$ cat src/rtl/usb_rx_packet_buffer.sv
// -----------------------------------------------------------------------------
// usb_rx_packet_buffer
//
// Receive-side packet buffer that sits behind the USB RX control unit. Incoming
// bytes are written speculatively into a circular buffer; a packet becomes
// visible to the reader only when reception ends cleanly. Packets that see an
// error or overflow the buffer are rewound so the reader never sees them.
//
// Optional feature macro: USB_RX_PID_STRIP_EN
//   When defined, the first accepted byte of each packet is captured as the
//   PID (reported on rx_pid at commit) instead of being stored and counted.
//
// Ports
//   clk        : system clock, rising edge
//   rst        : asynchronous active-high reset
//   rcving     : packet in progress
//   w_enable   : byte-valid strobe for rcv_data
//   rcv_data   : received byte
//   r_error    : receive error
//   rd_en      : pop one committed byte
//   rd_data    : committed byte at head (fall-through), 8'h00 when empty
//   buf_empty  : no committed bytes
//   buf_full   : speculative occupancy equals DEPTH
//   byte_count : committed bytes available to the reader
//   pkt_ready  : one-cycle pulse, good packet committed
//   pkt_len    : data-byte length of the last committed packet
//   pkt_drop   : one-cycle pulse, packet discarded
//   rx_pid     : PID of the last committed packet (8'h00 without the macro)
// -----------------------------------------------------------------------------
module usb_rx_packet_buffer #(
    parameter int DEPTH = 64,
    localparam int AW = $clog2(DEPTH)
) (
    input  logic          clk,
    input  logic          rst,
    input  logic          rcving,
    input  logic          w_enable,
    input  logic [7:0]    rcv_data,
    input  logic          r_error,
    input  logic          rd_en,
    output logic [7:0]    rd_data,
    output logic          buf_empty,
    output logic          buf_full,
    output logic [AW:0]   byte_count,
    output logic          pkt_ready,
    output logic [AW:0]   pkt_len,
    output logic          pkt_drop,
    output logic [7:0]    rx_pid
);

    typedef enum logic [1:0] {
        ST_IDLE   = 2'd0,
        ST_ACTIVE = 2'd1,
        ST_BAD    = 2'd2
    } state_e;

    state_e      state_q, state_d;
    logic [AW:0] wr_ptr_q, wr_ptr_d;
    logic [AW:0] cmt_ptr_q, cmt_ptr_d;
    logic [AW:0] rd_ptr_q, rd_ptr_d;
    logic [AW:0] len_cnt_q, len_cnt_d;
    logic        pkt_ready_q, pkt_ready_d;
    logic        pkt_drop_q, pkt_drop_d;
    logic [AW:0] pkt_len_q, pkt_len_d;
    logic [7:0]  rx_pid_q, rx_pid_d;
    logic [7:0]  mem_q [DEPTH];

    logic [AW:0] occ_s;
    logic        full_s;
    logic        empty_s;
    logic        in_pkt_s;
    logic        wr_acc_s;
    logic        overflow_s;
    logic        mem_we_s;
    logic        pop_s;
    logic        has_payload_s;
    logic [7:0]  pid_commit_s;

    assign occ_s      = wr_ptr_q - rd_ptr_q;
    assign full_s     = (occ_s == (AW+1)'(DEPTH));
    assign byte_count = cmt_ptr_q - rd_ptr_q;
    assign empty_s    = (byte_count == {(AW+1){1'b0}});
    // A packet is being received either in ACTIVE or on the IDLE cycle where rcving rises.
    assign in_pkt_s   = (state_q == ST_ACTIVE) || ((state_q == ST_IDLE) && rcving);
    assign wr_acc_s   = in_pkt_s && w_enable && !r_error && !full_s;
    // Full is judged on pre-edge pointers, so a concurrent pop does not rescue a write.
    assign overflow_s = in_pkt_s && w_enable && full_s;
    assign pop_s      = rd_en && !empty_s;

`ifdef USB_RX_PID_STRIP_EN
    logic       pid_seen_q, pid_seen_d;
    logic [7:0] pid_pend_q, pid_pend_d;
    logic       pid_byte_s;

    // The pending-PID flag from a previous packet is stale once we are back in IDLE.
    assign pid_byte_s    = wr_acc_s && !((state_q == ST_ACTIVE) && pid_seen_q);
    assign pid_seen_d    = ((state_q == ST_ACTIVE) && pid_seen_q) || pid_byte_s;
    assign pid_pend_d    = pid_byte_s ? rcv_data : pid_pend_q;
    assign mem_we_s      = wr_acc_s && !pid_byte_s;
    assign has_payload_s = (len_cnt_d != {(AW+1){1'b0}}) || pid_seen_d;
    assign pid_commit_s  = pid_pend_d;

    // Pending PID capture.
    always_ff @(posedge clk or posedge rst) begin
        if (rst) begin
            pid_seen_q <= 1'b0;
            pid_pend_q <= 8'h00;
        end else begin
            pid_seen_q <= pid_seen_d;
            pid_pend_q <= pid_pend_d;
        end
    end
`else
    assign mem_we_s      = wr_acc_s;
    assign has_payload_s = (len_cnt_d != {(AW+1){1'b0}});
    assign pid_commit_s  = 8'h00;
`endif

    // Next-state, pointer and pulse logic.
    always_comb begin
        state_d     = state_q;
        cmt_ptr_d   = cmt_ptr_q;
        pkt_ready_d = 1'b0;
        pkt_drop_d  = 1'b0;
        pkt_len_d   = pkt_len_q;
        rx_pid_d    = rx_pid_q;
        rd_ptr_d    = rd_ptr_q + (AW+1)'(pop_s);
        wr_ptr_d    = wr_ptr_q + (AW+1)'(mem_we_s);
        // Length restarts with each new packet.
        if (state_q == ST_IDLE) begin
            len_cnt_d = (AW+1)'(mem_we_s);
        end else begin
            len_cnt_d = len_cnt_q + (AW+1)'(mem_we_s);
        end
        case (state_q)
            ST_IDLE: begin
                if (rcving) begin
                    if (r_error || overflow_s) begin
                        state_d = ST_BAD;
                    end else begin
                        state_d = ST_ACTIVE;
                    end
                end else begin
                    state_d = ST_IDLE;
                end
            end
            ST_ACTIVE: begin
                if (r_error || overflow_s) begin
                    state_d = ST_BAD;
                end else if (!rcving) begin
                    state_d = ST_IDLE;
                    if (has_payload_s) begin
                        cmt_ptr_d   = wr_ptr_d;
                        pkt_len_d   = len_cnt_d;
                        pkt_ready_d = 1'b1;
                        rx_pid_d    = pid_commit_s;
                    end else begin
                        pkt_ready_d = 1'b0;
                    end
                end else begin
                    state_d = ST_ACTIVE;
                end
            end
            ST_BAD: begin
                if (!rcving) begin
                    state_d    = ST_IDLE;
                    wr_ptr_d   = cmt_ptr_q;
                    pkt_drop_d = 1'b1;
                end else begin
                    state_d = ST_BAD;
                end
            end
            default: begin
                state_d = ST_IDLE;
            end
        endcase
    end

    // State and pointer registers.
    always_ff @(posedge clk or posedge rst) begin
        if (rst) begin
            state_q     <= ST_IDLE;
            wr_ptr_q    <= {(AW+1){1'b0}};
            cmt_ptr_q   <= {(AW+1){1'b0}};
            rd_ptr_q    <= {(AW+1){1'b0}};
            len_cnt_q   <= {(AW+1){1'b0}};
            pkt_ready_q <= 1'b0;
            pkt_drop_q  <= 1'b0;
            pkt_len_q   <= {(AW+1){1'b0}};
            rx_pid_q    <= 8'h00;
        end else begin
            state_q     <= state_d;
            wr_ptr_q    <= wr_ptr_d;
            cmt_ptr_q   <= cmt_ptr_d;
            rd_ptr_q    <= rd_ptr_d;
            len_cnt_q   <= len_cnt_d;
            pkt_ready_q <= pkt_ready_d;
            pkt_drop_q  <= pkt_drop_d;
            pkt_len_q   <= pkt_len_d;
            rx_pid_q    <= rx_pid_d;
        end
    end

    // Byte storage; contents are only meaningful between rd_ptr and wr_ptr.
    always_ff @(posedge clk) begin
        if (mem_we_s) begin
            mem_q[wr_ptr_q[AW-1:0]] <= rcv_data;
        end
    end

    assign rd_data   = empty_s ? 8'h00 : mem_q[rd_ptr_q[AW-1:0]];
    assign buf_empty = empty_s;
    assign buf_full  = full_s;
    assign pkt_ready = pkt_ready_q;
    assign pkt_drop  = pkt_drop_q;
    assign pkt_len   = pkt_len_q;
    assign rx_pid    = rx_pid_q;

endmodule

$ cat config.mk
export PLATFORM = sky130hd
export DESIGN_NAME = usb_rx_packet_buffer
export DESIGN_NICKNAME = d
export VERILOG_FILES = /design/src/rtl/usb_rx_packet_buffer.sv
export SDC_FILE = /design/constraint.sdc
export NUM_CORES = 1
export LEC_CHECK = 0
export ABC_AREA = 1
export CAP_MARGIN = 20
export CORE_MARGIN = 5
export CORE_UTILIZATION = 40
export CTS_CLUSTER_SIZE = 25
export DETAILED_ROUTE_END_ITERATION = 8
export PLACE_DENSITY = 0.54
export SLEW_MARGIN = 0
export SYNTH_ARGS = -nofsm -noshare
export SYNTH_HDL_FRONTEND = slang
export SYNTH_SLANG_ARGS = --single-unit
$ cat constraint.sdc
create_clock -name clk -period 4.25 [get_ports clk]
set_input_delay 0.425 -clock clk [delete_from_list [all_inputs] [get_ports clk]]
set_output_delay 0.425 -clock clk [all_outputs]
set_load 0.02 [all_outputs]
Word-level counts from Yosys, hierarchy flattened. Memory sizes are Yosys's and may differ from the RTL's. Cells that the tools add are included.

Memories: 1. Output and inout port bits: 34. Memory bits (writable): 512. Register bits after elaboration: 39. Bits of input ports: 14.

Equality and inequality tests: 3. Muxes and demuxes: 18. Reductions and logical operators: 15. $add $sub $neg: 5. Bitwise operators: 2.

Memory list: mem_q (depth 64, bits a word 8, read ports 1, clocked after memory_dff 0, wr ports 1, line 66) `logic [7:0] mem_q [DEPTH];`.

Operators with widths (count): 7-bit by 1-bit adder with 7-bit output (3); 7-bit 2-to-1 mux (3); 7-bit subtractor (2); 1-bit 2-to-1 mux (9); 2-bit 2-to-1 mux (4); 8-bit 2-to-1 mux (1); 7-bit equality test (second input constant) (1); 7-bit zero test (1); 7-bit nonzero test (1); 1-bit logical AND (6); 2-bit one-hot mux with 3 select lines (1); 4-bit AND reduction (1); 1-bit zero test (3); 2-bit by 1-bit equality test with 1-bit output (second input constant) (1); 2-bit equality test (second input constant) (1); 2-bit zero test (1); 1-bit logical OR (2); 1-bit inverter (2).

Depth between registers and ports, before layout. Gate-level depths: netlist of the first run.

Word-level depth: 13. Mapped depth: 26.

Worst setup path before layout of the first run. Ideal clock, no wire load.

Kind: register to register. Start point: register rd_ptr_q[3]. End point: register cmt_ptr_q[6]. Slack: 867 ps. Arrival time: 3266 ps. Clock period less this slack: 3383 ps. Cell stages (with the launch flop): 24. Path through: dfrtp_1 > inv_2 > clkbuf_1 > ha_1 > nor2_1 > nor2_1 > nor2_1 > nand3_1 > nor2_2 > nand2_2 > nand2_1 > inv_6 > ha_1 > ha_1 > or2_1 > nand3_1 > nand2_1 > inv_1 > nand3_2 > nor2_4 > nand3_4 > buf_2 > nand3_1 > nand2_1.

Longest elaborated chain between the ends: 8. Elaborated cells on any way between the ends: 12.

RTL lines: start, declared (line 60) `logic [AW:0] rd_ptr_q, rd_ptr_d;`; start signal, assigned (line 185) `rd_ptr_q <= {(AW+1){1'b0}};`; start signal, assigned (line 195) `rd_ptr_q <= rd_ptr_d;`; 7-bit subtractor (*) (line 79) `assign occ_s = wr_ptr_q - rd_ptr_q;`; 7-bit equality test (*) (line 80) `assign full_s = (occ_s == (AW+1)'(DEPTH));`; 1-bit zero test (line 85) `assign wr_acc_s = in_pkt_s && w_enable && !r_error && !full_s;`; 1-bit logical AND (line 85); 7-bit by 1-bit adder with 7-bit output (line 133) `len_cnt_d = len_cnt_q + (AW+1)'(mem_we_s);`; 7-bit 2-to-1 mux (line 130) `if (state_q == ST_IDLE) begin`; 7-bit nonzero test (line 115) `assign has_payload_s = (len_cnt_d != {(AW+1){1'b0}});`; 4-bit AND reduction (no line); end signal, assigned (line 184) `cmt_ptr_q <= {(AW+1){1'b0}};`; end signal, assigned (line 194) `cmt_ptr_q <= cmt_ptr_d;`; end, declared (line 59) `logic [AW:0] cmt_ptr_q, cmt_ptr_d;`.

Mark *: on every way between the ends. The rest lies on a longest branch, timed or not. A chain may end at the register's enable or synchronous reset.

Worst setup path after layout of the first run.
Start point: register rd_ptr_q[0]. End point: output rd_data[5].

Longest elaborated chain between the ends: 3. Elaborated cells on any way between the ends: 4.

RTL lines: 7-bit subtractor (line 81) `assign byte_count = cmt_ptr_q - rd_ptr_q;`; 7-bit zero test (line 82) `assign empty_s = (byte_count == {(AW+1){1'b0}});`; 8-bit 2-to-1 mux (*) (line 211) `assign rd_data = empty_s ? 8'h00 : mem_q[rd_ptr_q[AW-1:0]];`; end, declared (line 41) `output logic [7:0] rd_data,`.

Marked as above.

==> flow_metrics.py, run 1 <==
metrics = {
    "drt": {
        "vias": 15300,
        "drc": 0,
        "ant_nets": 0,
        "wl_per_cell_um": 21.1,
        "drt_pass1_iterations": 5,
        "viasPerCell": 5.26,
        "routed_wl_um": 61500,
        "drtIter0Drc": 1307,
    },
    "finish": {
        "multi_input_area_mm2": 0.00619,
        "n_antenna_cell": 0,
        "nets": 2138,
        "area_delta_synth_final_pct": 14.3,
        "stdcell_area_mm2": 0.0267,
        "drive_gt1_share_pct": 10.3,
        "seqCellArea_mm2": 0.0164,
        "nFillCells": 5320,
    },
    "yosys": {
        "synth-edff-count": 512,
        "ys.flop_type": "edfxtp_1",
        "synth_simple_gate_area_share_pct": 19.7,
        "ys_types": 43,
        "syn_area_per_cell_um2": 11.5,
        "synth_compound_area_share_pct": 4.90,
        "synth_top_area_share_pct": 65.9,
        "synth_top_family_by_area": "simple AND/OR/NAND/NOR gates",
        "synthMostInstantiatedCell": "nand2_1",
        "synthAdderAreaFrac_pct": 1.10,
        "postSynth.asyncResetShare_pct": 7.08,
        "synth_area_leader_cell": "edfxtp_1",
        "ys_seq_area_share_pct": 70.1,
        "synth_area_leaders": "edfxtp_1, nand2_1, nand3_1",
        "synth_xor_xnor_area_share_pct": 0.563,
        "yosys_register_bits": 551,
        "yosys_warnings": 0,
        "synth_common_cells": "nand2_1, edfxtp_1, nand3_1",
        "synth_mux_area_share_pct": 0,
        "syn_area_mm2": 0.0233,
        "netlist_instances": 2028,
    },
    "global_routing": {
        "grt_usage_pct": 19.0,
        "grt_max_degree": 85,
        "antenna_found_initial": 0,
        "grt_pass1_wl_um": 93600,
        "grt_remaining_overflow": 0,
        "grt_pass1_vias": 15000,
    },
    "cts": {
        "ctsLongestPathBuffers": 3,
        "cts_sinks": 551,
        "clk_latency_ns": 0.61,
        "cts.hold.buffers_added": 0,
        "clkTransAtPathRegs_ns": 0.06,
        "cts_buffers": 57,
        "cts.htree.levels": 2,
        "cts-root-buf": "clkbuf_16",
        "cts_tree": "yes",
    },
    "setup_path": {
        "end_kind": "output port",
        "arrival_ns": 3.66,
        "crit_type": "flip-flop to output port",
        "r2r_setup_slack_ns": 0.47,
        "rr_endpoint": "cmt_ptr_q[5]",
        "critPathMaxStageDelay_ns": 0.65,
        "crit_chain": "inv_6, buf_4, nand2_1, nand3_1, nand2_1, a21oi_1, nand3_1, nand3_1, nand2_1, nor2_1, clkdlybuf4s50_1",
        "r2r_start": "rd_ptr_q[5]",
        "cp_max_fo": 29,
        "critical_path_buf_inv_count": 3,
        "r2r_cells": 23,
        "cp-start-kind": "flip-flop",
        "worst_ep_required_time_ns": 3.83,
        "slowest_stage": "dfrtp_4",
        "critical_path.top_delay_family": "buffers and inverters",
    },
    "timing": {
        "drv_slew": 0,
        "max_slew_margin_pct": 37.1,
        "skew_ns": 0.0190,
        "hold_viol_final": 0,
        "worst_pin_slew_ns": 0.944,
        "fin_crit_ns": 4.08,
        "setup_viol": 0,
        "max_freq_ghz": 0.245,
        "tns_ns": 0,
        "post-route-period-util_pct": 96.0,
        "rsz0062_at_grt": "false",
    },
    "min_path": {
        "hold_class": "input port to async pin",
    },
    "flow_run": {
        "drv_cap": 0,
    },
    "floorplanning": {
        "start_util_pct": 40.4,
        "fp.dieArea_mm2": 0.0632,
        "core-area_mm2": 0.0577,
        "die_w_um": 251,
        "die_h_um": 251,
        "num_rows": 88,
        "ios": 48,
    },
    "placement": {
        "place_congestion": 0.847,
        "placed_area_mm2": 0.0248,
        "io_buffers": 39,
        "dp_hpwl_um": 37500,
    },
    "outcome": {
        "run_status": "finished, final reports clean",
    },
    "power_and_ir_drop": {
        "ir_drop_v": 0.000515,
        "p_leak_nw": 9.86,
        "power.density_mw_per_mm2": 643,
    },
}
## flip-flops by register name, indices dropped and copies added, names as in the netlist
signal / cells
mem_q: 512
cmt_ptr_q: 7
len_cnt_q: 7
pkt_len: 7
rd_ptr_q: 7
wr_ptr_q: 7
state_q: 2
pkt_drop: 1
pkt_ready: 1
## area by class of cell
type	instances	area share [%]
Clock inverter	34	1.31
Tap cell	765	3.59
Inverter	59	0.882
Sequential cell	551	61.3
Timing Repair Buffer	126	4.15
Multi-Input combinational cell	1309	23.2
Clock buffer	70	5.53
## cells by family (layout without fill, tap and decap cells)
| logic type | after synthesis | after routing |
|---|---|---|
| AND/OR/NAND/NOR | 1057 | 1057 |
| flip-flops | 551 | 551 |
| AO/OA/AOI/OAI | 209 | 209 |
| buffers and inverters | 175 | 289 |
| adder cells (fa/ha/maj) | 20 | 20 |
| XOR/XNOR | 15 | 15 |
| other | 1 | 8 |
## through the flow
| step | hold WS [ns] | total power, mW | utilization, % | setup WS, ns | cells |
|---|---|---|---|---|---|
| after floorplan | 0.454 | 10.1 | - | 0.867 | 2035 |
| after global placement | 0.469 | 12.3 | 43.0 | 0.565 | 2810 |
| after detailed placement | 0.476 | 12.3 | 43.0 | 0.501 | 2810 |
| after CTS | 0.264 | 17.3 | 46.2 | 0.00410 | 2914 |
| after global routing | 0.286 | 18.1 | 46.2 | 0.0241 | 2914 |
| final | 0.279 | 17.2 | 46.2 | 0.170 | 2914 |
## layout by cell type (no fill, tap or decap), types with 31 or more instances in the layout
cell type / synthesis / final
nand2_1: 596 / 596
edfxtp_1: 512 / 512
nand3_1: 277 / 276
a21oi_1: 143 / 143
nor2_1: 123 / 123
buf_4: 21 / 77
clkbuf_16: 0 / 57
inv_1: 48 / 47
dfrtp_1: 39 / 37
clkdlybuf4s50_1: 0 / 31
## layer usage
layer,vias up,GRT usage [%],wire length (µm)
li1,7246,-,-
met1,7550,26.8,27400
met2,426,30.2,28300
met3,101,4.09,4120
met4,0,5.40,1560
met5,-,0,0
## timing repair
item                                   CTS  global route
buffers inserted                         0             0
setup endpoints to repair                9             9
endpoints found under the hold margin    0             0
resized for setup                        2             9
## where the power goes
group	switching (mW)	internal [mW]
Clock	2.07	2.88
Sequential	0.222	6.01
Combinational	4.16	1.82
## worst register-to-register path: stages (launching register included)
cell and delay (ns):
dfrtp_1 0.56, clkinv_1 0.30, ha_1 0.42, nand2_1 0.09, nor2_1 0.10, nand2_1 0.07, nand3_1 0.07, nand2_1 0.05
nand2_1 0.09, nand2_2 0.09, nand2_1 0.14, inv_6 0.11, ha_1 0.20, ha_1 0.23, or2_1 0.22, nand3_1 0.08
nand2_1 0.06, inv_1 0.06, nand3_2 0.07, nor2_4 0.11, nand3_4 0.19, nand2_4 0.26, nand2_1 0.08, nand2_1 0.06
## how the worst max path moves through the flow
stage	startpoint	end	cells past startpoint
final	rd_ptr_q[0]	rd_data[5]	11
after global routing	rd_ptr_q[0]	rd_data[6]	11
after CTS	rd_ptr_q[2]	rd_data[2]	10
after detailed placement	rd_ptr_q[5]	cmt_ptr_q[2]	23
after global placement	rd_ptr_q[0]	rd_data[6]	10
after floorplan	rd_ptr_q[3]	cmt_ptr_q[6]	23
Note: power is estimated with default switching activity, not from simulation.
==> run 2, diff against run 1 <==
--- a/config.mk
+++ b/config.mk
@@ -11,7 +11,9 @@
 export CORE_UTILIZATION = 40
 export CTS_CLUSTER_SIZE = 25
 export DETAILED_ROUTE_END_ITERATION = 8
+export GPL_TIMING_DRIVEN = 0
 export PLACE_DENSITY = 0.54
+export RECOVER_POWER = 100
 export SLEW_MARGIN = 0
 export SYNTH_ARGS = -nofsm -noshare
 export SYNTH_HDL_FRONTEND = slang
==> run 2 against run 1 <==
Compared with the run above: the run now ends with max-capacitance violations, max-slew violations left; largest cell class unchanged; first-iteration DRC count up 44%; flip-flop and latch count unchanged; critical path type unchanged; critical endpoint is now rd_data[4]; worst hold slack better by 0.17 ns; largest power group is now combinational logic; global-route usage up 5.1 points.
==> flow_metrics.py, run 2 (same netlist as run 1, synthesis figures left out) <==
metrics = {
    "power_and_ir_drop": {
        "ir_drop_v": 0.000409,
        "p_leak_nw": 9.80,
        "power.density_mw_per_mm2": 686,
    },
    "setup_path": {
        "arrival_ns": 3.71,
        "cp_max_fo": 10,
        "r2r_setup_slack_ns": 0.28,
        "end_kind": "output port",
        "worst_ep_required_time_ns": 3.83,
        "crit_type": "flip-flop to output port",
        "cp-start-kind": "flip-flop",
    },
    "timing": {
        "max_freq_ghz": 0.242,
        "drv_slew": 488,
        "max_slew_margin_pct": -146,
        "skew_ns": 0.0361,
        "post-route-period-util_pct": 97.3,
        "hold_viol_final": 0,
        "worst_pin_slew_ns": 3.69,
        "holdWs_ns": 0.445,
        "rsz0062_at_grt": "false",
        "setup_viol": 0,
        "fin_crit_ns": 4.13,
    },
    "floorplanning": {
        "num_rows": 88,
        "core-area_mm2": 0.0577,
        "die_h_um": 251,
        "fp.dieArea_mm2": 0.0632,
        "die_w_um": 251,
        "ios": 48,
        "start_util_pct": 40.4,
    },
    "finish": {
        "largest_register_ffs": 512,
        "nFillCells": 5413,
        "nets": 2173,
        "final_common_cell": "nand2_1",
        "area_delta_synth_final_pct": 13.4,
        "final_cell_mix": "nand2_1, edfxtp_1, nand3_1",
        "stdcell_area_mm2": 0.0264,
        "drive_gt1_share_pct": 10.1,
        "n_antenna_cell": 0,
        "utilization_pct": 45.8,
    },
    "global_routing": {
        "grt_pass1_wl_um": 111000,
        "grt_pass1_vias": 15900,
        "grt_remaining_overflow": 0,
        "grt_usage_pct": 24.1,
        "grt_max_degree": 65,
        "antenna_found_initial": 1,
    },
    "drt": {
        "drtIter0Drc": 1883,
        "routed_wl_um": 78000,
        "ant_nets": 0,
        "vias": 16600,
        "wl_per_cell_um": 26.5,
        "drc": 0,
        "drt_pass1_iterations": 6,
        "viasPerCell": 5.62,
    },
    "cts": {
        "cts_tree": "yes",
        "ctsLongestPathBuffers": 3,
        "cts_sinks": 551,
        "post_cts_buffers": 0,
        "clkTransAtPathRegs_ns": 0.06,
        "cts.htree.levels": 2,
        "cts-root-buf": "clkbuf_16",
        "cts_buffers": 57,
        "clk_latency_ns": 0.64,
    },
    "placement": {
        "place_congestion": 0.948,
        "dp_hpwl_um": 52300,
        "placed_area_mm2": 0.0248,
        "io_buffers": 39,
    },
    "flow_run": {
        "drv_cap": 12,
    },
    "min_path": {
        "hold_class": "input port to flip-flop",
    },
    "outcome": {
        "run_status": "finished, violations left",
        "failed_checks": "max-capacitance violations, max-slew violations",
    },
}
run 2: cell types whose count changed in the layout (fill, tap and decap cells not counted), sizes merged, moves of 2 or more:
cell,delta
clkdlybuf4s50,-25
clkinvlp,-2
buf,-7
clkdlybuf4s15,+3
clkinv,+6
clkbuf,+42
dlygate4sd3,+17
bufinv,-4
dlygate4sd2,+2
run 2: metal layers:
layer	GRT usage [%]	vias to the layer above	share of wire, %	wire, µm
met4	8.09	0	3.9	3010
met2	37.6	887	45	35000
met3	5.57	177	10	8030
met1	33.7	8195	41	32000
met5	0	-	0	0
li1	-	7318	-	-
run 2: timing repair:
action	in CTS	in global routing
pin swaps	0	1
hold buffers	0	0
gates resized for setup	30	17
endpoints found under the setup margin	53	8
run 2: power by group:
part	switching [mW]	internal, mW
clock	2.10	2.62
sequential	0.117	6.01
combinational	5.44	1.84
run 2: layout make-up:
class	instances	area [µm²]	share of cell area, %
Multi-Input combinational cell	1309	6180	23.4
Clock inverter	35	240	0.909
Tap cell	765	957	3.62
Buffer	115	677	2.56
Inverter	59	231	0.875
Clock buffer	68	1470	5.55
Sequential cell	551	16400	61.8
Timing Repair Buffer	46	335	1.27
run 2: worst paths after layout:
check,from,endpoint,cells past startpoint
setup / recovery,rd_ptr_q[1],rd_data[4],11
hold / removal,rcving,state_q[0],3
setup reg to reg,rd_ptr_q[4],pkt_len[2],23
hold reg to reg,pkt_len[0],pkt_len[0],2
max in group asynchronous,rst,rd_ptr_q[3],3
min in group asynchronous,rst,len_cnt_q[6],3
run 2: stage by stage:
stage | instances | setup slack (ns) | setup TNS, ns | total power, mW
5_1_grt | 2948 | 0.0167 | 0 | 18.8
3_5_place_dp | 2846 | -0.185 | -2.23 | 13.4
3_3_place_gp | 2839 | -0.183 | -1.21 | 13.3
4_1_cts | 2948 | 0.00345 | 0 | 18.1
2_1_floorplan | 2035 | 0.867 | 0 | 10.1
6_report | 2948 | 0.116 | 0 | 18.1
run 2: worst max-delay path: stages (launching register included):
cell	delay, ns
dfrtp_1	0.61
inv_2	0.12
buf_2	0.24
clkdlybuf4s15_2	0.48
nand3_1	0.20
a21oi_1	0.13
nor3_1	0.36
nand2_1	0.10
nand3_1	0.10
nand2_1	0.06
nor2_1	0.28
dlygate4sd2_1	0.39
==> run 3, diff against run 2 <==
--- a/config.mk
+++ b/config.mk
@@ -7,7 +7,6 @@
 export LEC_CHECK = 0
 export ABC_AREA = 1
 export CAP_MARGIN = 20
-export CORE_MARGIN = 5
 export CORE_UTILIZATION = 40
 export CTS_CLUSTER_SIZE = 25
 export DETAILED_ROUTE_END_ITERATION = 8
==> run 3 against run 2 <==
Compared with the run above: the run still ends with max-capacitance violations, max-slew violations left; clock skew is 0.0049 ns lower; sequential share of layout area fell by 0.23 points; count of clock-buffer cells in the layout up 4; non-clock buffer count stayed put; highest routed layer unchanged; critical path depth down 1; worst setup slack got worse by 0.010 ns; via count shrank 1.2%; critical path type unchanged; power is 1.3% higher.
==> flow_metrics.py, run 3 (same netlist as run 1, synthesis figures left out) <==
metrics = {
    "global_routing": {
        "grt_max_degree": 65,
        "antenna_found_initial": 1,
        "grt_remaining_overflow": 0,
        "grt_usage_pct": 26.3,
        "grt_pass1_wl_um": 111000,
        "grt_pass1_vias": 15500,
    },
    "cts": {
        "clk_latency_ns": 0.64,
        "cts_sinks": 551,
        "cts.hold.buffers_added": 0,
        "clkTransAtPathRegs_ns": 0.06,
        "cts.htree.levels": 2,
        "cts-root-buf": "clkbuf_16",
        "cts_buffers": 58,
        "cts_tree": "yes",
        "ctsLongestPathBuffers": 3,
    },
    "timing": {
        "max_freq_ghz": 0.241,
        "fin_ws_ns": 0.106,
        "drv_slew": 502,
        "holdWs_ns": 0.412,
        "worst_pin_slew_ns": 3.58,
        "post-route-period-util_pct": 97.5,
        "tns_ns": 0,
        "skew_ns": 0.0312,
        "rsz0062_at_grt": "false",
        "setup_viol": 0,
        "max_slew_margin_pct": -139,
        "fin_crit_ns": 4.14,
        "hold_viol_final": 0,
    },
    "finish": {
        "nets": 2174,
        "final_common_cell": "nand2_1",
        "largest_register_ffs": 512,
        "stdcell_area_mm2": 0.0265,
        "area_delta_synth_final_pct": 13.8,
        "utilization_pct": 46.0,
        "drive_gt1_share_pct": 10.6,
        "n_antenna_cell": 0,
        "final_cell_mix": "nand2_1, edfxtp_1, nand3_1",
        "final_cells": 2953,
    },
    "power_and_ir_drop": {
        "power_mw": 18.4,
        "power.density_mw_per_mm2": 693,
        "p_leak_nw": 9.84,
        "ir_drop_v": 0.000401,
    },
    "floorplanning": {
        "ios": 48,
        "die_h_um": 243,
        "fp.dieArea_mm2": 0.0593,
        "core-area_mm2": 0.0577,
        "die_w_um": 243,
        "start_util_pct": 40.4,
        "num_rows": 88,
    },
    "placement": {
        "io_buffers": 39,
        "placed_area_mm2": 0.0248,
        "dp_hpwl_um": 52300,
        "place_congestion": 0.952,
        "dp.cells": 2844,
        "place_ws_ns": -0.338,
    },
    "outcome": {
        "run_status": "finished, violations left",
        "failed_checks": "max-capacitance violations, max-slew violations",
    },
    "drt": {
        "ant_nets": 0,
        "wl_per_cell_um": 26.4,
        "routed_wl_um": 77800,
        "vias": 16400,
        "drt_pass1_iterations": 5,
        "viasPerCell": 5.54,
        "drc": 0,
        "drtIter0Drc": 2028,
    },
    "setup_path": {
        "crit_type": "flip-flop to output port",
        "cp_max_fo": 10,
        "arrival_ns": 3.72,
        "worst_ep_required_time_ns": 3.83,
        "cp-start-kind": "flip-flop",
        "end_kind": "output port",
        "r2r_setup_slack_ns": 0.11,
    },
    "min_path": {
        "hold_class": "input port to flip-flop",
    },
    "flow_run": {
        "drv_cap": 11,
    },
}
## run 3: cell count changes in the layout (fill, tap and decap cells not counted), moves of 4 or more
cell / delta
nand4_2: +6
clkbuf_8: +5
nand4_4: -6
buf_2: +4
clkbuf_2: -6
clkinvlp_4: +4
clkinv_1: -5
## run 3: metal layers
| layer | global-route usage [%] | vias to the layer above | wire length (µm) |
|---|---|---|---|
| met5 | 0 | - | 0 |
| met4 | 8.68 | 0 | 2830 |
| met3 | 4.92 | 158 | 7190 |
| met2 | 41.3 | 804 | 35300 |
| met1 | 36.7 | 8084 | 32600 |
| li1 | - | 7328 | - |
## run 3: worst paths after layout
| path | start | cells after the start | to |
|---|---|---|---|
| setup / recovery | rd_ptr_q[1] | 10 | rd_data[6] |
| hold / removal | rcving | 3 | state_q[0] |
| setup reg to reg | rd_ptr_q[4] | 13 | mem_q[44][2] |
| hold reg to reg | pkt_len[5] | 2 | pkt_len[5] |
| max in group asynchronous | rst | 2 | rd_ptr_q[3] |
| min in group asynchronous | rst | 2 | len_cnt_q[2] |
## run 3: cell type report
| type | instances | area [µm²] |
|---|---|---|
| well taps | 765 | 957 |
| fillers | 5349 | 31200 |
| clock buffers | 72 | 1580 |
| multi-input cells | 1309 | 6130 |
| flip-flops and latches | 551 | 16400 |
| inverters | 59 | 231 |
| plain buffers | 115 | 656 |
| clock inverters | 36 | 279 |
| repair buffers | 46 | 357 |
## run 3: critical path, cell delays in order (launching register included)
cell and delay [ns]:
dfrtp_1 0.56, buf_2 0.27, clkbuf_1 0.69, nand3_1 0.20, a21oi_1 0.45, nor3_1 0.17
nand2_1 0.09, nand2_1 0.05, nor2_1 0.13, nor2_1 0.12, dlygate4sd2_1 0.34
## run 3: report_power, final
part           internal, mW  total [mW]  leakage, nW  switching, mW
sequential             6.01        6.12         5.12          0.111
clock                  2.80        4.98        0.903           2.17
combinational          1.83        7.28         3.82           5.45
## run 3: repair_timing
action,4_1_cts,5_1_grt
gates resized for setup,29,10
pin swaps,0,1
setup buffers,0,2
setup endpoints to repair,110,19
endpoints found under the hold margin,0,0
